<file path="src/rtl/set_bit_sequencer.sv">
// Serves the set bits of a pending request vector one per handshake, in priority order.
// The offer is held stable under backpressure; new requests merge in via i_Set or i_Load.
module set_bit_sequencer #(
    parameter int unsigned SIZE      = 8,
    parameter bit          MSB_FIRST = 1'b0,
    parameter int unsigned INDEX_W   = $clog2(SIZE)
) (
    input  logic               i_Clock,
    input  logic               i_Reset_n,
    input  logic               i_Load,
    input  logic [SIZE-1:0]    i_Vector,
    input  logic [SIZE-1:0]    i_Set,
    input  logic               i_Ready,
    output logic               o_Valid,
    output logic [SIZE-1:0]    o_OneHot,
    output logic [INDEX_W-1:0] o_Index,
    output logic [INDEX_W:0]   o_Count,
    output logic               o_Done
);

    localparam int unsigned COUNT_W = INDEX_W + 1;

    typedef enum logic {
        S_IDLE  = 1'b0,
        S_OFFER = 1'b1
    } state_t;

    state_t             r_state;
    logic [SIZE-1:0]    r_pending;
    logic [SIZE-1:0]    r_onehot;
    logic [INDEX_W-1:0] r_index;
    logic [COUNT_W-1:0] r_count;
    logic               r_done;

    logic [SIZE-1:0]    w_acc;
    logic [SIZE-1:0]    w_p_next;
    logic [INDEX_W-1:0] w_sel_idx;
    logic [SIZE-1:0]    w_sel_oh;
    logic [COUNT_W-1:0] w_count;

    // Accepted bit this cycle and next pending vector; i_Set re-pends a bit accepted in the same cycle.
    always_comb begin
        w_acc    = '0;
        w_p_next = '0;
        if ((r_state == S_OFFER) && i_Ready) begin
            w_acc = r_onehot;
        end
        if (i_Load) begin
            w_p_next = i_Vector | i_Set;
        end else begin
            w_p_next = (r_pending & ~w_acc) | i_Set;
        end
    end

    // Priority pick of the next offer; the last matching iteration wins.
    always_comb begin
        w_sel_idx = '0;
        w_sel_oh  = '0;
        if (MSB_FIRST) begin
            for (int i = 0; i < int'(SIZE); i++) begin
                if (w_p_next[i]) begin
                    w_sel_idx = INDEX_W'(i);
                end
            end
        end else begin
            for (int i = int'(SIZE) - 1; i >= 0; i--) begin
                if (w_p_next[i]) begin
                    w_sel_idx = INDEX_W'(i);
                end
            end
        end
        if (|w_p_next) begin
            w_sel_oh = SIZE'(1) << w_sel_idx;
        end
    end

    always_comb begin
        w_count = '0;
        for (int i = 0; i < int'(SIZE); i++) begin
            w_count = w_count + COUNT_W'(w_p_next[i]);
        end
    end

    // Offer FSM; an offer only moves on acceptance or reload so the consumer sees a stable request.
    always_ff @(posedge i_Clock or negedge i_Reset_n) begin
        if (!i_Reset_n) begin
            r_state   <= S_IDLE;
            r_pending <= '0;
            r_onehot  <= '0;
            r_index   <= '0;
            r_count   <= '0;
            r_done    <= 1'b0;
        end else begin
            r_pending <= w_p_next;
            r_count   <= w_count;
            r_done    <= (|w_acc) && !(|w_p_next);
            case (r_state)
                S_IDLE: begin
                    if (|w_p_next) begin
                        r_state  <= S_OFFER;
                        r_onehot <= w_sel_oh;
                        r_index  <= w_sel_idx;
                    end
                end
                S_OFFER: begin
                    if ((|w_acc) || i_Load) begin
                        r_state  <= (|w_p_next) ? S_OFFER : S_IDLE;
                        r_onehot <= w_sel_oh;
                        r_index  <= w_sel_idx;
                    end
                end
            endcase
        end
    end

    assign o_Valid  = (r_state == S_OFFER);
    assign o_OneHot = r_onehot;
    assign o_Index  = r_index;
    assign o_Count  = r_count;
    assign o_Done   = r_done;

endmodule

</file>
<file path="config.mk">
export PLATFORM = sky130hd
export DESIGN_NAME = set_bit_sequencer
export DESIGN_NICKNAME = d
export VERILOG_FILES = /design/src/rtl/set_bit_sequencer.sv
export SDC_FILE = /design/constraint.sdc
export NUM_CORES = 1
export LEC_CHECK = 0
export BUFFER_PORTS_ARGS = -buffer_cell sky130_fd_sc_hd__buf_2
export CAP_MARGIN = 10
export CELL_PAD_IN_SITES_DETAIL_PLACEMENT = 0
export CELL_PAD_IN_SITES_GLOBAL_PLACEMENT = 1
export CORE_UTILIZATION = 42
export CTS_CLUSTER_DIAMETER = 120
export CTS_CLUSTER_SIZE = 14
export DETAILED_ROUTE_END_ITERATION = 16
export GPL_ROUTABILITY_DRIVEN = 1
export PLACE_DENSITY = 0.8
export SLEW_MARGIN = 10
export SYNTH_ARGS = -nofsm -noshare
export SYNTH_HDL_FRONTEND = slang
export SYNTH_SLANG_ARGS = --single-unit
</file>
<file path="constraint.sdc">
create_clock -name i_Clock -period 10.26 [get_ports i_Clock]
set_input_delay 0.513 -clock i_Clock [delete_from_list [all_inputs] [get_ports i_Clock]]
set_output_delay 0.513 -clock i_Clock [all_outputs]
set_load 0.05 [all_outputs]
</file>
==> Word-level counts from Yosys, hierarchy flattened <==
Cells that the tools add are included.
{ "word_totals": {"reg_bits": 25, "in_bits": 20, "out_inout_bits": 17, "wordCells": 48} }
{ "classes": {"addsub": 7, "eq_ne": 2, "n_shift": 1, "n_mux": 20, "n_bitwise": 5, "reduce_logical": 7} }
{ "ops": {"columns": ["cell", "count"], "rows": [
  ["$mux W8", 5],
  ["$mux W3", 10],
  ["$add A4 B1 Y4", 4],
  ["$or A8 B8 Y8", 2],
  ["$pmux W8 S2", 1],
  ["$reduce_or A8 Y1", 2],
  ["$and A8 B8 Y8", 1],
  ["$not A8 Y8", 1],
  ["$shl A1 B3 Y8 const A", 1],
  ["$pmux W3 S2", 1],
  ["$add A3 B1 Y4", 1],
  ["$add A2 B1 Y3", 1],
  ["$add A1 B1 Y2", 1],
  ["$logic_and A1 B1 Y1", 2],
  ["$mux W1", 2],
  ["$ne A2 B1 Y1 const B", 1],
  ["$ne A2 B2 Y1 const B", 1],
  ["$pmux W1 S2", 1],
  ["$reduce_and A2 Y1", 1],
  ["$logic_not A1 Y1", 1],
  ["$logic_or A1 B1 Y1", 1],
  ["$not A1 Y1", 1]
]} }

==> Logic depth before layout (Yosys ltp) <==
Gate-level depths: netlist of the first run.
{ "logic_depth": {"ltp_word": 18, "ltp_mapped": 12, "mapped_depth_nobuf": 11} }

==> Worst setup path before layout of the first run <==
OpenSTA, ideal clock, no wires.
{ "synth_path": {"path_kind": "register to register", "startpoint": "register r_state, in the netlist o_Valid", "endpoint": "register r_count[2], in the netlist o_Count[2]", "setup_ns": 0.123, "arrival_time_ns": 3.578, "required_time_ns": 10.137, "path_slack_ns": 6.559, "stages_incl_launch_ff": 13, "path_buffers": 1, "period_less_slack_ns": 3.701, "path_cell_list": "dfrtp_1 > buf_4 > nand3_1 > a221o_1 > inv_1 > fa_1 > fa_1 > inv_1 > fa_1 > ha_1 > inv_1 > fa_1 > xnor2_1"} }
{ "synth_between": {"elab_cells_between_ends": 13, "cone_classes": "add/sub: 7; mux: 2; bitwise: 3; reduce/logical: 1"} }
{ "synth_rtl": {"columns": ["item", "line", "text"], "rows": [
  ["start, declared", "28", "state_t r_state;"],
  ["start signal, assigned", "107", "r_state <= (|w_p_next) ? S_OFFER : S_IDLE;"],
  ["$logic_and A1 B1 Y1", "45", "if ((r_state == S_OFFER) && i_Ready) begin"],
  ["$mux W8", "45", null],
  ["$not A8 Y8", "51", "w_p_next = (r_pending & ~w_acc) | i_Set;"],
  ["$and A8 B8 Y8", "51", null],
  ["$or A8 B8 Y8", "51", null],
  ["$mux W8", "48", "if (i_Load) begin"],
  ["named net w_p_next[3]", "36", "logic [SIZE-1:0] w_p_next;"],
  ["$add A3 B1 Y4", "80", "w_count = w_count + COUNT_W'(w_p_next[i]);"],
  ["$add A4 B1 Y4 (4 in a row)", "80", null],
  ["named net w_count[2]", "39", "logic [COUNT_W-1:0] w_count;"],
  ["end signal, assigned", "95", "r_count <= w_count;"],
  ["end, declared", "32", "logic [COUNT_W-1:0] r_count;"]
]} }
The timed path passes the listed nets, and every way through them passes these cells.
A chain may end at the register's enable or synchronous reset.

==> Final worst setup path of the first run <==
{ "layout_path": {"startpoint": "register r_state, in the netlist o_Valid", "endpoint": "register r_count[1], in the netlist o_Count[1]"} }
Same word-level chain as after synthesis.

==> metrics.cfg, run 1 <==
[place]
dpl.hpwl_um=2282
place_congestion=0.8119
port_buffers=36
dp_cells=201

[floorplan]
ios=37
die_h_um=58.88
initial_core_util_pct=44.51
core_um2=3053
die_width_um=58.88
die_area_um2=3467
fp-row-count=20

[clocking]
cts_tree=done
cts_hold_buf=0
cts_buffer_depth=2
ctsResizeCount=0
clk_latency_ns=0.32
numCtsBuffers=3
root_buffer=clkbuf_4
clkSinkCount=25
ctsHtreeMaxLevel=1
post-cts-setup-buffers=0
clk_pin_slew_ns=0.13

[setup_path]
end_kind=flip-flop
rr_endpoint=o_Count[1]
arrival_ns=3.86
slowest_stage=dfrtp_1
reg2reg_from=o_Valid
worstPathRequired_ns=10.49
critPathLaunchType=flip-flop
path_class=flip-flop to flip-flop
rr_worst_depth=11
r2r_setup_slack_ns=6.63
cp_cell_sequence=nand3_1 > a221o_1 > inv_1 > fa_1 > fa_1 > inv_1 > fa_1 > ha_1 > inv_1 > fa_1 > inv_1
cp_max_fo=11
cp_slowest_stage_delay_ns=0.55

[sta]
finalSetupTns_ns=0
rsz0062_at_grt=false
maxSlewViolCount=0
min_period_ns=3.634
max_freq_ghz=0.2752
timing.final.crit_share_pct=35.42
worst_pin_slew_ns=0.6362
hold_viol_final=0
slew_headroom_pct=57.33
setup_viol=0
clock_skew_ns=0.001638

[synth]
syn-num-nets=154
ys.flop_type=dfrtp_1
syn_inst=126
synth_top_cell_by_area=dfrtp_1
synth_top_cell_area_share_pct=46.04
syn_area_um2=1359
synth_edf_count=0
yosysWarnings=0
postSynthAreaPerCell_um2=10.78
synth_area_leaders=dfrtp_1 46%, fa_1 5.9%, a221oi_2 4.4%
async_reset_ff_share_pct=100.0
synth-seq-cells=25
ys_seq_area_share_pct=46.04
yosys.cell_types.count=34

[min_path]
hp-class=input pin to asynchronous set/reset pin

[power]
power_leakage_nw=0.7482
finalPower_w=0.0002579
ir_worst_vdd_v=0.0001064
p_per_area_nw_per_um2=164.1

[global_route]
grt_max_degree=26
grt_pass1_wl_um=4919
track_usage_pct=19.41
grt.overflow.total=0
grt_pass1_vias=1033
grt_antenna_before_repair=0

[drt]
ant_nets=0
routed_wl_um=2972
m1WireLength_um=1393
wl_met3_um=98
post_drt_wl_per_cell_um=14.50
wl_met2_um=1438
drc=0
routed_via_density=5.229
top_layer=met4
vias=1072
drt-pass1-iter-count=4
drtIter0Drc=53

[final_layout]
fin_cells=205
final_common_cell=buf_2
multi_input_area_um2=631.9
seq_area_um2=625.6
nets=190
n_fill_cell=309
area_growth_pct=15.65
drive_gt1_share_pct=28.57
layout_common_cells=36 x buf_2, 25 x dfrtp_1, 14 x inv_1, 12 x nand2_1
diodes=0

[flow_run]
maxCapViolations=0

[status]
run_status=finished, final reports clean

[cells in the mapped netlist, types with 2 or more instances]
| cell | n |
|---|---|
| a211oi_1 | 2 |
| a21oi_1 | 4 |
| a221o_1 | 3 |
| a221oi_2 | 4 |
| a22o_1 | 3 |
| buf_4 | 3 |
| dfrtp_1 | 25 |
| fa_1 | 4 |
| ha_1 | 4 |
| inv_1 | 14 |
| nand2_1 | 12 |
| nand3_1 | 9 |
| nor2_1 | 5 |
| nor2b_1 | 9 |
| nor3_1 | 2 |
| nor4_1 | 2 |
| o31ai_1 | 4 |
[critical path, delay by kind of cell, from the launching register on]
| kind | cells | cell delay [ns] |
|---|---|---|
| adder cells (fa/ha/maj) | 5 | 2.14 |
| flip-flops | 1 | 0.55 |
| AO/OA/AOI/OAI | 1 | 0.40 |
| buffers and inverters | 4 | 0.32 |
| AND/OR/NAND/NOR | 1 | 0.13 |
[routing by layer]
layer,up-vias,global-route usage [%]
met4,0,7.143
li1,512,-
met2,25,31.98
met1,530,26.34
met3,5,2.198
met5,-,0
[registers in the layout (all words and copies together) (netlist names)]
name,flops
o_Count,4
o_Done,1
o_Index,3
o_OneHot,8
o_Valid,1
r_pending,8
[cell type report]
class,count,area share [%]
multi-input combinational,82,40.21
sequential,25,39.81
timing repair buffer,36,11.46
tap,44,3.503
inverter,14,3.344
clock buffer,4,1.672
[logic make-up after synthesis]
family | Yosys count | share of synthesized area (%)
and+or+nand+nor | 45 | 17.96
AOI/OAI and AO/OA | 27 | 17.50
muxes | 1 | 0.8287
adders and majority gates | 8 | 9.577
buffers and inverters | 19 | 7.458
DFF | 25 | 46.04
xor gates and xnor gates | 1 | 0.6447
[worst max path at each step]
stage / cells after the start / end / startpoint
3_5_place_dp: 12 / o_Count[1] / i_Load
6_report: 11 / o_Count[1] / o_Valid
4_1_cts: 11 / o_Count[2] / o_Valid
5_1_grt: 11 / o_Count[2] / o_Valid
3_3_place_gp: 12 / o_Count[1] / i_Load
2_1_floorplan: 12 / o_Count[2] / o_Valid
[per-stage QoR]
stage | utilization (%) | hold slack (ns) | cell area [um^2] | setup slack [ns]
6_report | 51.48 | 0.1663 | 1572 | 6.626
5_1_grt | 51.48 | 0.1960 | 1572 | 6.447
4_1_cts | 51.48 | 0.1744 | 1572 | 6.645
3_5_place_dp | 50.61 | 0.4661 | 1545 | 6.398
3_3_place_gp | 50.61 | 0.4594 | 1545 | 6.505
2_1_floorplan | - | 0.2174 | 1359 | 6.559
[power breakdown]
group          switching, W  leakage, nW  internal (W)
logic             0.0000708        0.432     0.0000285
clock network     0.0000287       0.0150     0.0000152
registers        0.00000408        0.301      0.000111
Note: power is estimated with default switching activity, not from simulation.
==> inputs of run 2 (changes only) <==
CORE_UTILIZATION = 39   (was 42)
PLACE_DENSITY = 0.75   (was 0.8)
clock period = 3.6 ns   (was 10.26 ns; I/O delays follow)
==> metrics.cfg, run 2 (synthesis gave the netlist of run 1 again) <==
[drt]
post_drt_wl_per_cell_um=14.33
routed_wl_um=3010
drc=0
drtIter0Drc=58
drt-pass1-iter-count=4
ant_nets=0
routed_via_density=5.029
vias=1056

[sta]
worst_pin_slew_ns=0.5864
rsz0062_at_grt=false
hold_viol_final=0
finalSetupTns_ns=0
min_period_ns=3.392
clock_skew_ns=0.004564
setup_viol=0
max_freq_ghz=0.2948
maxSlewViolCount=0
slew_headroom_pct=60.91
timing.final.crit_share_pct=94.23

[global_route]
grt_pass1_vias=997
grt.overflow.total=0
track_usage_pct=18.19
grt_antenna_before_repair=0
grt_max_degree=26
grt_pass1_wl_um=4816

[clocking]
numCtsBuffers=3
cts_buffer_depth=2
clkSinkCount=25
cts_tree=done
root_buffer=clkbuf_4
ctsHtreeMaxLevel=1
post-cts-setup-buffers=0
clk_latency_ns=0.32
clk_pin_slew_ns=0.14

[setup_path]
cp_max_fo=11
critPathLaunchType=flip-flop
worstPathRequired_ns=3.83
end_kind=flip-flop
arrival_ns=3.62
path_class=flip-flop to flip-flop

[floorplan]
die_area_um2=3724
die_h_um=61.03
ios=37
core_um2=3337
fp-row-count=21
die_width_um=61.03
initial_core_util_pct=40.72

[final_layout]
diodes=0
drive_gt1_share_pct=29.88
fin_cells=210
layout_common_cells=36 x buf_2, 24 x dfrtp_1, 14 x inv_1, 12 x nand2_1
n_fill_cell=336
final_common_cell=buf_2
area_growth_pct=18.60
nets=193

[power]
seq_power_share_pct=44.3
p_comb_share_pct=38.1
ir_worst_vdd_v=0.0003007
p_switching_w=0.0003008
p_per_area_nw_per_um2=460.0
intPower_w=0.0004404
p_sw_share_pct=40.58
power_leakage_nw=0.7644
finalPower_w=0.0007413
pwr-share-clk_pct=17.6

[place]
port_buffers=36
place_congestion=0.8535
dp_cells=205
dpl.hpwl_um=2337

[flow_run]
maxCapViolations=0

[status]
run_status=finished, final reports clean

[min_path]
hp-class=input pin to flip-flop

-- run 2: cell types whose count changed in the layout (fill, tap and decap cells not counted) --
cell and delta:
a221oi_2 -1, a221oi_4 +1, buf_4 +2, dfrtp_1 -1
dfrtp_2 +1, dlygate4sd3_1 +1
-- run 2: layout make-up --
| cell class | instances | area (um^2) | share of cell area, % |
|---|---|---|---|
| well taps | 46 | 57.56 | 3.571 |
| repair buffers | 39 | 205.2 | 12.73 |
| inverters | 14 | 52.55 | 3.261 |
| flip-flops and latches | 25 | 626.9 | 38.90 |
| multi-input cells | 82 | 643.1 | 39.91 |
| clock buffers | 4 | 26.28 | 1.630 |
-- run 2: power groups by stage --
stage,logic (W),clock network [W],registers (W)
final,0.000282,0.000130,0.000329
after global routing,0.000310,0.000146,0.000333
after CTS,0.000282,0.000131,0.000329
after detailed placement,0.000281,0,0.000334
after global placement,0.000279,0,0.000333
after floorplan,0.000110,0,0.000436
-- run 2: final timing paths --
check	start	endpoint	slack, ns	cells after the start
min	i_Set[0]	r_pending[0]	0.1	3
min in group asynchronous	i_Reset_n	r_pending[4]	0.36	2
max in group asynchronous	i_Reset_n	o_Valid	2.83	2
max	o_Valid	o_Count[2]	0.21	11
min reg2reg	o_Index[2]	o_Index[2]	0.49	2
max reg2reg	o_Valid	o_Count[2]	0.21	11
-- run 2: routing by layer --
layer  routed length, um  up-vias  global-route usage, %  share of wire, %
li1                    -      521                      -                 -
met1                1467      502                  24.97                49
met2                1395       26                  28.42                46
met3                  89        7                  3.782               3.0
met4                  57        0                  6.818               1.9
met5                   0        -                      0                 0
-- run 2: critical path: stages (launching register included) --
cell	delay, ns
dfrtp_2	0.50
nand3_1	0.13
a221o_1	0.32
inv_1	0.13
fa_1	0.44
fa_1	0.49
inv_1	0.05
fa_1	0.50
ha_1	0.17
inv_1	0.06
fa_1	0.37
xnor2_1	0.13
-- run 2: timing repair --
action                                  CTS  global route
gates resized for setup                   0             1
hold buffers                              1             0
endpoints found under the hold margin    25             0
endpoints found under the setup margin    0             1
-- run 2: per-stage QoR --
stage               utilization, %  instance area [um^2]  setup slack (ns)  hold WS [ns]
detailed placement           46.87                  1564            0.1963        0.2086
floorplan                        -                  1360           0.04165       -0.1156
global route                 48.29                  1612           0.02893        0.1023
finish                       48.29                  1612            0.2077       0.09773
global placement             46.87                  1564            0.2758        0.2018
CTS                          47.96                  1600            0.2008        0.1143
